$ cat src/rtl/cpu_pkg.sv
// Shared types and encodings for the cpu_ctrl controller and its instruction decoder.
// The Trap state and trap output bit exist only when CPU_CTRL_TRAP_EN is defined.
package cpu_pkg;

  localparam logic [2:0] OPC_MOV = 3'b110;
  localparam logic [2:0] OPC_ALU = 3'b101;

  localparam logic [1:0] OP_MOV_REG = 2'b00;
  localparam logic [1:0] OP_MOV_IMM = 2'b10;
  localparam logic [1:0] OP_ADD     = 2'b00;
  localparam logic [1:0] OP_CMP     = 2'b01;
  localparam logic [1:0] OP_AND     = 2'b10;
  localparam logic [1:0] OP_MVN     = 2'b11;

  localparam logic [1:0] VSEL_C    = 2'b00;
  localparam logic [1:0] VSEL_IMM8 = 2'b10;

  localparam logic [1:0] ALU_ADD = 2'b00;
  localparam logic [1:0] ALU_CMP = 2'b01;
  localparam logic [1:0] ALU_AND = 2'b10;
  localparam logic [1:0] ALU_MVN = 2'b11;

  typedef enum logic [2:0] {
    ST_WAIT     = 3'd0,
    ST_DECODE   = 3'd1,
    ST_GETA     = 3'd2,
    ST_GETB     = 3'd3,
    ST_ALU      = 3'd4,
    ST_WRITEREG = 3'd5,
    ST_WRITEIMM = 3'd6
`ifdef CPU_CTRL_TRAP_EN
    ,ST_TRAP    = 3'd7
`endif
  } state_e;

  typedef enum logic [2:0] {
    INST_ILLEGAL = 3'd0,
    INST_MOV_IMM = 3'd1,
    INST_MOV_REG = 3'd2,
    INST_ADD     = 3'd3,
    INST_CMP     = 3'd4,
    INST_AND     = 3'd5,
    INST_MVN     = 3'd6
  } inst_e;

  typedef struct packed {
    logic       w;
    logic       write;
    logic       loada;
    logic       loadb;
    logic       loadc;
    logic       loads;
    logic       asel;
    logic       bsel;
    logic [1:0] vsel;
    logic [2:0] readnum;
    logic [2:0] writenum;
    logic [1:0] shift;
    logic [1:0] alu_op;
`ifdef CPU_CTRL_TRAP_EN
    logic       trap;
`endif
  } ctrl_out_t;

  function automatic logic [15:0] sext8(input logic [7:0] v);
    return {{8{v[7]}}, v};
  endfunction

  function automatic logic [15:0] sext5(input logic [4:0] v);
    return {{11{v[4]}}, v};
  endfunction

  // Moore output decode: a state plus the fields of the IR held in that state.
  function automatic ctrl_out_t decode_outputs(
    input state_e     st,
    input inst_e      cls,
    input logic [1:0] op,
    input logic [1:0] sh,
    input logic [2:0] rn,
    input logic [2:0] rd,
    input logic [2:0] rm
  );
    ctrl_out_t o;
    o = '0;
    case (st)
      ST_WAIT: begin
        o.w = 1'b1;
      end
      ST_DECODE: begin
        o.w = 1'b0;
      end
      ST_GETA: begin
        o.readnum = rn;
        o.loada   = 1'b1;
      end
      ST_GETB: begin
        o.readnum = rm;
        o.loadb   = 1'b1;
      end
      ST_ALU: begin
        o.alu_op = op;
        o.shift  = (cls == INST_MOV_IMM) ? 2'b00 : sh;
        o.asel   = (cls == INST_MOV_REG);
        o.bsel   = 1'b0;
        o.loadc  = (cls != INST_CMP);
        o.loads  = (cls == INST_CMP);
      end
      ST_WRITEREG: begin
        o.write    = 1'b1;
        o.vsel     = VSEL_C;
        o.writenum = rd;
      end
      ST_WRITEIMM: begin
        o.write    = 1'b1;
        o.vsel     = VSEL_IMM8;
        o.writenum = rn;
      end
`ifdef CPU_CTRL_TRAP_EN
      ST_TRAP: begin
        o.trap = 1'b1;
      end
`endif
      default: begin
        o = '0;
      end
    endcase
    return o;
  endfunction

endpackage

$ cat src/rtl/ir_decoder.sv
// Purely combinational instruction field extraction, sign-extension and
// instruction classification (illegal encodings map to INST_ILLEGAL).
module ir_decoder
  import cpu_pkg::*;
(
  input  logic [15:0] ir,
  output logic [1:0]  op,
  output logic [2:0]  rn,
  output logic [2:0]  rd,
  output logic [1:0]  sh,
  output logic [2:0]  rm,
  output logic [15:0] sximm8,
  output logic [15:0] sximm5,
  output inst_e       cls
);

  logic [2:0] w_opcode;

  assign w_opcode = ir[15:13];
  assign op       = ir[12:11];
  assign rn       = ir[10:8];
  assign rd       = ir[7:5];
  assign sh       = ir[4:3];
  assign rm       = ir[2:0];
  assign sximm8   = sext8(ir[7:0]);
  assign sximm5   = sext5(ir[4:0]);

  // Classify the opcode/op pair; anything unlisted is illegal.
  always_comb begin
    cls = INST_ILLEGAL;
    case (w_opcode)
      OPC_MOV: begin
        case (op)
          OP_MOV_IMM: cls = INST_MOV_IMM;
          OP_MOV_REG: cls = INST_MOV_REG;
          default:    cls = INST_ILLEGAL;
        endcase
      end
      OPC_ALU: begin
        case (op)
          OP_ADD:  cls = INST_ADD;
          OP_CMP:  cls = INST_CMP;
          OP_AND:  cls = INST_AND;
          OP_MVN:  cls = INST_MVN;
          default: cls = INST_ILLEGAL;
        endcase
      end
      default: cls = INST_ILLEGAL;
    endcase
  end

endmodule

$ cat src/rtl/cpu_ctrl.sv
// Instruction register plus multi-cycle control FSM for a simple 16-bit datapath.
// Define CPU_CTRL_TRAP_EN to trap on illegal instructions (adds the trap port).
module cpu_ctrl
  import cpu_pkg::*;
(
  input  logic        clk,
  input  logic        reset_n,
  input  logic        s,
  input  logic        load,
  input  logic [15:0] in,
  output logic        w,
  output logic        write,
  output logic        loada,
  output logic        loadb,
  output logic        loadc,
  output logic        loads,
  output logic        asel,
  output logic        bsel,
  output logic [1:0]  vsel,
  output logic [2:0]  readnum,
  output logic [2:0]  writenum,
  output logic [1:0]  shift,
  output logic [1:0]  ALUop,
  output logic [15:0] sximm8,
  output logic [15:0] sximm5
`ifdef CPU_CTRL_TRAP_EN
  ,output logic       trap
`endif
);

  logic [15:0] r_ir;
  inst_e       r_cls;
  state_e      r_state;
  ctrl_out_t   r_out;
  logic [15:0] r_sximm8;
  logic [15:0] r_sximm5;

  logic [15:0] w_ir_next;
  state_e      w_state_next;
  ctrl_out_t   w_out_next;
  logic [1:0]  w_op_next;
  logic [2:0]  w_rn_next;
  logic [2:0]  w_rd_next;
  logic [1:0]  w_sh_next;
  logic [2:0]  w_rm_next;
  logic [15:0] w_sximm8_next;
  logic [15:0] w_sximm5_next;
  inst_e       w_cls_next;

  assign w_ir_next = load ? in : r_ir;

  // Decoding the IR value that will be held next cycle lets every output be
  // registered while still matching a Moore decode of state plus current IR.
  ir_decoder u_ir_decoder (
    .ir     (w_ir_next),
    .op     (w_op_next),
    .rn     (w_rn_next),
    .rd     (w_rd_next),
    .sh     (w_sh_next),
    .rm     (w_rm_next),
    .sximm8 (w_sximm8_next),
    .sximm5 (w_sximm5_next),
    .cls    (w_cls_next)
  );

  // Next-state selection; branches use the class of the IR held this cycle.
  always_comb begin
    w_state_next = r_state;
    case (r_state)
      ST_WAIT: begin
        if (s) begin
          w_state_next = ST_DECODE;
        end else begin
          w_state_next = ST_WAIT;
        end
      end
      ST_DECODE: begin
        case (r_cls)
          INST_MOV_IMM: w_state_next = ST_WRITEIMM;
          INST_MOV_REG: w_state_next = ST_GETB;
          INST_MVN:     w_state_next = ST_GETB;
          INST_ADD:     w_state_next = ST_GETA;
          INST_AND:     w_state_next = ST_GETA;
          INST_CMP:     w_state_next = ST_GETA;
`ifdef CPU_CTRL_TRAP_EN
          default:      w_state_next = ST_TRAP;
`else
          default:      w_state_next = ST_WAIT;
`endif
        endcase
      end
      ST_GETA:     w_state_next = ST_GETB;
      ST_GETB:     w_state_next = ST_ALU;
      ST_ALU: begin
        if (r_cls == INST_CMP) begin
          w_state_next = ST_WAIT;
        end else begin
          w_state_next = ST_WRITEREG;
        end
      end
      ST_WRITEREG: w_state_next = ST_WAIT;
      ST_WRITEIMM: w_state_next = ST_WAIT;
`ifdef CPU_CTRL_TRAP_EN
      ST_TRAP:     w_state_next = ST_TRAP;
`endif
      default:     w_state_next = ST_WAIT;
    endcase
  end

  // Output decode for the state being entered.
  always_comb begin
    w_out_next = decode_outputs(w_state_next, w_cls_next, w_op_next, w_sh_next,
                                w_rn_next, w_rd_next, w_rm_next);
  end

  // State, IR and registered outputs; reset wins over load and s.
  always_ff @(posedge clk) begin
    if (!reset_n) begin
      r_state  <= ST_WAIT;
      r_ir     <= 16'h0000;
      r_cls    <= INST_ILLEGAL;
      r_sximm8 <= 16'h0000;
      r_sximm5 <= 16'h0000;
      r_out    <= decode_outputs(ST_WAIT, INST_ILLEGAL, 2'b00, 2'b00,
                                 3'b000, 3'b000, 3'b000);
    end else begin
      r_state  <= w_state_next;
      r_ir     <= w_ir_next;
      r_cls    <= w_cls_next;
      r_sximm8 <= w_sximm8_next;
      r_sximm5 <= w_sximm5_next;
      r_out    <= w_out_next;
    end
  end

  assign w        = r_out.w;
  assign write    = r_out.write;
  assign loada    = r_out.loada;
  assign loadb    = r_out.loadb;
  assign loadc    = r_out.loadc;
  assign loads    = r_out.loads;
  assign asel     = r_out.asel;
  assign bsel     = r_out.bsel;
  assign vsel     = r_out.vsel;
  assign readnum  = r_out.readnum;
  assign writenum = r_out.writenum;
  assign shift    = r_out.shift;
  assign ALUop    = r_out.alu_op;
  assign sximm8   = r_sximm8;
  assign sximm5   = r_sximm5;
`ifdef CPU_CTRL_TRAP_EN
  assign trap     = r_out.trap;
`endif

endmodule

$ cat config.mk
export PLATFORM = sky130hd
export DESIGN_NAME = cpu_ctrl
export DESIGN_NICKNAME = d
export VERILOG_FILES = /design/src/rtl/cpu_pkg.sv /design/src/rtl/ir_decoder.sv /design/src/rtl/cpu_ctrl.sv
export SDC_FILE = /design/constraint.sdc
export NUM_CORES = 1
export LEC_CHECK = 0
export ABC_AREA = 0
export BUFFER_PORTS_ARGS = -buffer_cell sky130_fd_sc_hd__clkbuf_2
export CAP_MARGIN = 20
export CELL_PAD_IN_SITES_DETAIL_PLACEMENT = 0
export CELL_PAD_IN_SITES_GLOBAL_PLACEMENT = 1
export CORE_MARGIN = 2
export CORE_UTILIZATION = 32
export DETAILED_ROUTE_END_ITERATION = 16
export GPL_TIMING_DRIVEN = 0
export PLACE_DENSITY = 0.73
export SYNTH_ARGS = -nofsm -noshare
export SYNTH_HDL_FRONTEND = slang
export SYNTH_SLANG_ARGS = --single-unit
export TNS_END_PERCENT = 50
$ cat constraint.sdc
create_clock -name clk -period 2.4 [get_ports clk]
set_clock_uncertainty 0.2 [all_clocks]
set_input_delay 0.36 -clock clk [delete_from_list [all_inputs] [get_ports clk]]
set_output_delay 0.36 -clock clk [all_outputs]
set_load 0.005 [all_outputs]
==> qor.yml <==
worst_setup_path:
  slowest_delay_ps: 370
  path_class: "in2reg"
  start_kind: "input pin"
  critPathSlowestCell: "mux2i_2"
  reg2reg_slack_ps: 150
  path_max_fanout: 10
  cp.depth: 8
  worstPathCellList: "clkbuf_2 > buf_2 > buf_4 > mux2i_2 > ha_1 > o211ai_1 > a211oi_2 > nor3_1"
  cp-endpoint: "shift[1]"
  critPathRequiredTime_ps: 2370
  r2r_cells: 5
  endpoint_kind: "register"
  worstReg2RegEnd: "shift[1]"
  crit_family: "buffers and inverters"
  timing.rr.start: "r_cls[2]"
  crit_start: "load"
  path_buf_inv: 3
  cp.arrival_ps: 2220
clocking:
  cts.clk_slew.worst_paths_ps: 80
  clk_latency_ps: 290
  root_buffer: "clkbuf_8"
  cts_max_level: 2
  cts_sinks: 40
  cts_buffers: 5
  cts_tree: "done"
  cts_hold_buf: 0
  clockBufferDepth: 2
placement:
  numPortBuffers: 69
  place_ws_ps: -410.0
  place_congestion: 0.7945
  dpl-instance-area_mm2: 0.002268
  place_hpwl_mm: 2.917
yosys:
  yosys_warnings: 0
  synth-edff-count: 0
  yosys_most_used_dff: "dfxtp_1"
  synth_area_leader_cell: "dfxtp_1"
  synth_area_mm2: 0.001828
  synth.ff_latch_count: 40
  seq_area_frac_synth_pct: 43.81
  ys_types: 39
  yosysTopAreaCellShare_pct: 43.81
  synthArstFlopShare_pct: 0
  synthTopCellsByArea: "dfxtp_1, buf_4, mux2i_1"
  synthCells: 190
  avgSynthCellArea_um2: 9.621
power_and_ir_drop:
  power_density_mw_per_mm2: 603.9
  clkPwrFrac_pct: 37.5
  swShare_pct: 23.71
  total_power_mw: 1.451
  peakVddDrop_v: 0.0002643
  seq_power_share_pct: 48.3
  power.internal_mw: 1.107
  p_comb_share_pct: 14.2
  cellLeakagePower_nw: 1.203
  p_sw_mw: 0.3441
die:
  core_mm2: 0.005507
  fp.dieW_um: 79.58
  start_util_pct: 33.20
  fp-row-count: 27
  die_h_um: 79.58
  die-area_mm2: 0.006333
  io-pin-count: 72
layout:
  multi_input_area_um2: 742.0
  fillCellCount: 566
  fin_area_mm2: 0.002404
  seq_area_um2: 800.8
  diodes: 0
  layout_commonest_cell: "clkbuf_2"
  layout_common_cells: "clkbuf_2, dfxtp_1, buf_4"
  drive_above_1_share_pct: 45.90
  nets: 290
  synthToLayoutAreaGrowth_pct: 31.49
routing:
  drt_iter0_drc: 53
  post-route-drc-count: 0
  ant_nets: 0
  routed_wl_mm: 3.789
  vias: 1491
  vias_per_cell: 4.385
  firstDrtPassIters: 4
  routedWlPerCell_um: 11.14
sta:
  tns_ps: 0
  holdWs_ps: 128.1
  report.final.slew_viol_count: 0
  rsz0062_at_grt: "no"
  period_needed_ps: 2251
  finalCritPeriodShare_pct: 93.80
  max_freq_ghz: 0.4442
  hold_violations: 0
  setup_viol: 0
  setup_ws_ps: 148.9
global_route:
  grt_start_max_net_pins: 15
  first_global_vias: 1249
  antenna_found_initial: 0
  grt_pass1_wl_mm: 5.878
  track_usage_pct: 12.03
  overflow: 0
worst_hold_path:
  hold_class: "in2reg"
status:
  outcome: "finished, final reports clean"
run:
  max_cap_violations: 0
## worst register-to-register path, stage by stage (launching register included)
cell and delay, ps:
dfxtp_1 380, or3b_1 410, a211o_1 300, or4b_1 510
buf_2 190, nor3_1 180
## how the worst min path moves through the flow
stage            start      end  slack [ps]  cells past startpoint
2_1_floorplan  r_ir[5]  r_ir[5]         280                      2
3_3_place_gp   r_ir[6]  r_ir[6]         310                      2
3_5_place_dp   r_ir[6]  r_ir[6]         310                      2
4_1_cts          in[4]  r_ir[4]         130                      3
5_1_grt          in[4]  r_ir[4]         130                      3
6_report         in[7]  r_ir[7]         130                      3
## power by group through the flow
| stage | clock network [mW] | registers, mW | logic, mW |
|---|---|---|---|
| 2_1_floorplan | 0 | 0.713 | 0.132 |
| 3_3_place_gp | 0 | 0.715 | 0.202 |
| 3_5_place_dp | 0 | 0.716 | 0.203 |
| 4_1_cts | 0.557 | 0.701 | 0.206 |
| 5_1_grt | 0.590 | 0.705 | 0.228 |
| 6_report | 0.544 | 0.701 | 0.206 |
## state kept, by name (all words and copies together) (netlist names)
| register | count |
|---|---|
| ALUop | 2 |
| asel | 1 |
| loada | 1 |
| loadb | 1 |
| loadc | 1 |
| loads | 1 |
| r_cls | 3 |
| r_ir | 16 |
| r_state | 3 |
| readnum | 3 |
| shift | 2 |
| vsel | 1 |
| w | 1 |
| write | 1 |
| writenum | 3 |
## repair_timing
item | 4_1_cts | 5_1_grt
buffers inserted | 0 | 0
gates resized for setup | 3 | 2
setup endpoints to repair | 2 | 2
## cells in the mapped netlist (2+ instances only)
master,number
a211oi_1,2
a21o_1,2
a21oi_1,3
and3b_1,3
buf_2,2
buf_4,34
clkbuf_1,5
dfxtp_1,40
ha_1,3
inv_1,6
mux2_2,4
mux2i_1,13
nand2_1,6
nand2b_1,2
nand3_1,3
nor2_1,21
nor2b_1,2
nor3_1,5
nor3b_1,3
nor4_1,2
o211ai_1,2
o21a_1,3
o21ai_0,2
o32ai_1,6
xnor2_1,2
## final cells by class
| cell class | instances | share of cell area (%) |
|---|---|---|
| sequential | 40 | 33.32 |
| multi-input combinational | 103 | 30.87 |
| timing repair buffer | 69 | 14.37 |
| buffer | 42 | 12.13 |
| tap | 72 | 3.748 |
| clock buffer | 5 | 2.863 |
| clock inverter | 3 | 1.770 |
| inverter | 6 | 0.9370 |
## metrics by stage
stage	utilization [%]	cells
3_5_place_dp	41.20	332
3_3_place_gp	41.20	332
6_report	43.65	340
2_1_floorplan	-	191
4_1_cts	43.40	340
5_1_grt	43.65	340
## per-layer routing
metal,track usage (%),share of wire [%],vias up
met1,15.42,47,660
met3,3.620,6.7,4
met2,18.91,45,62
met5,0,0,-
met4,4.655,1.3,0
li1,-,-,765
## cells by family after synthesis
kind of cell / share of synthesized area, %
AND/OR/NAND/NOR: 17.11
buffers and inverters: 16.97
flip-flops: 43.81
AO/OA/AOI/OAI: 8.829
multiplexers: 9.582
adder cells (fa/ha/maj): 2.054
XOR/XNOR: 1.438
other: 0.2051
(Power assumes the default switching activity.)
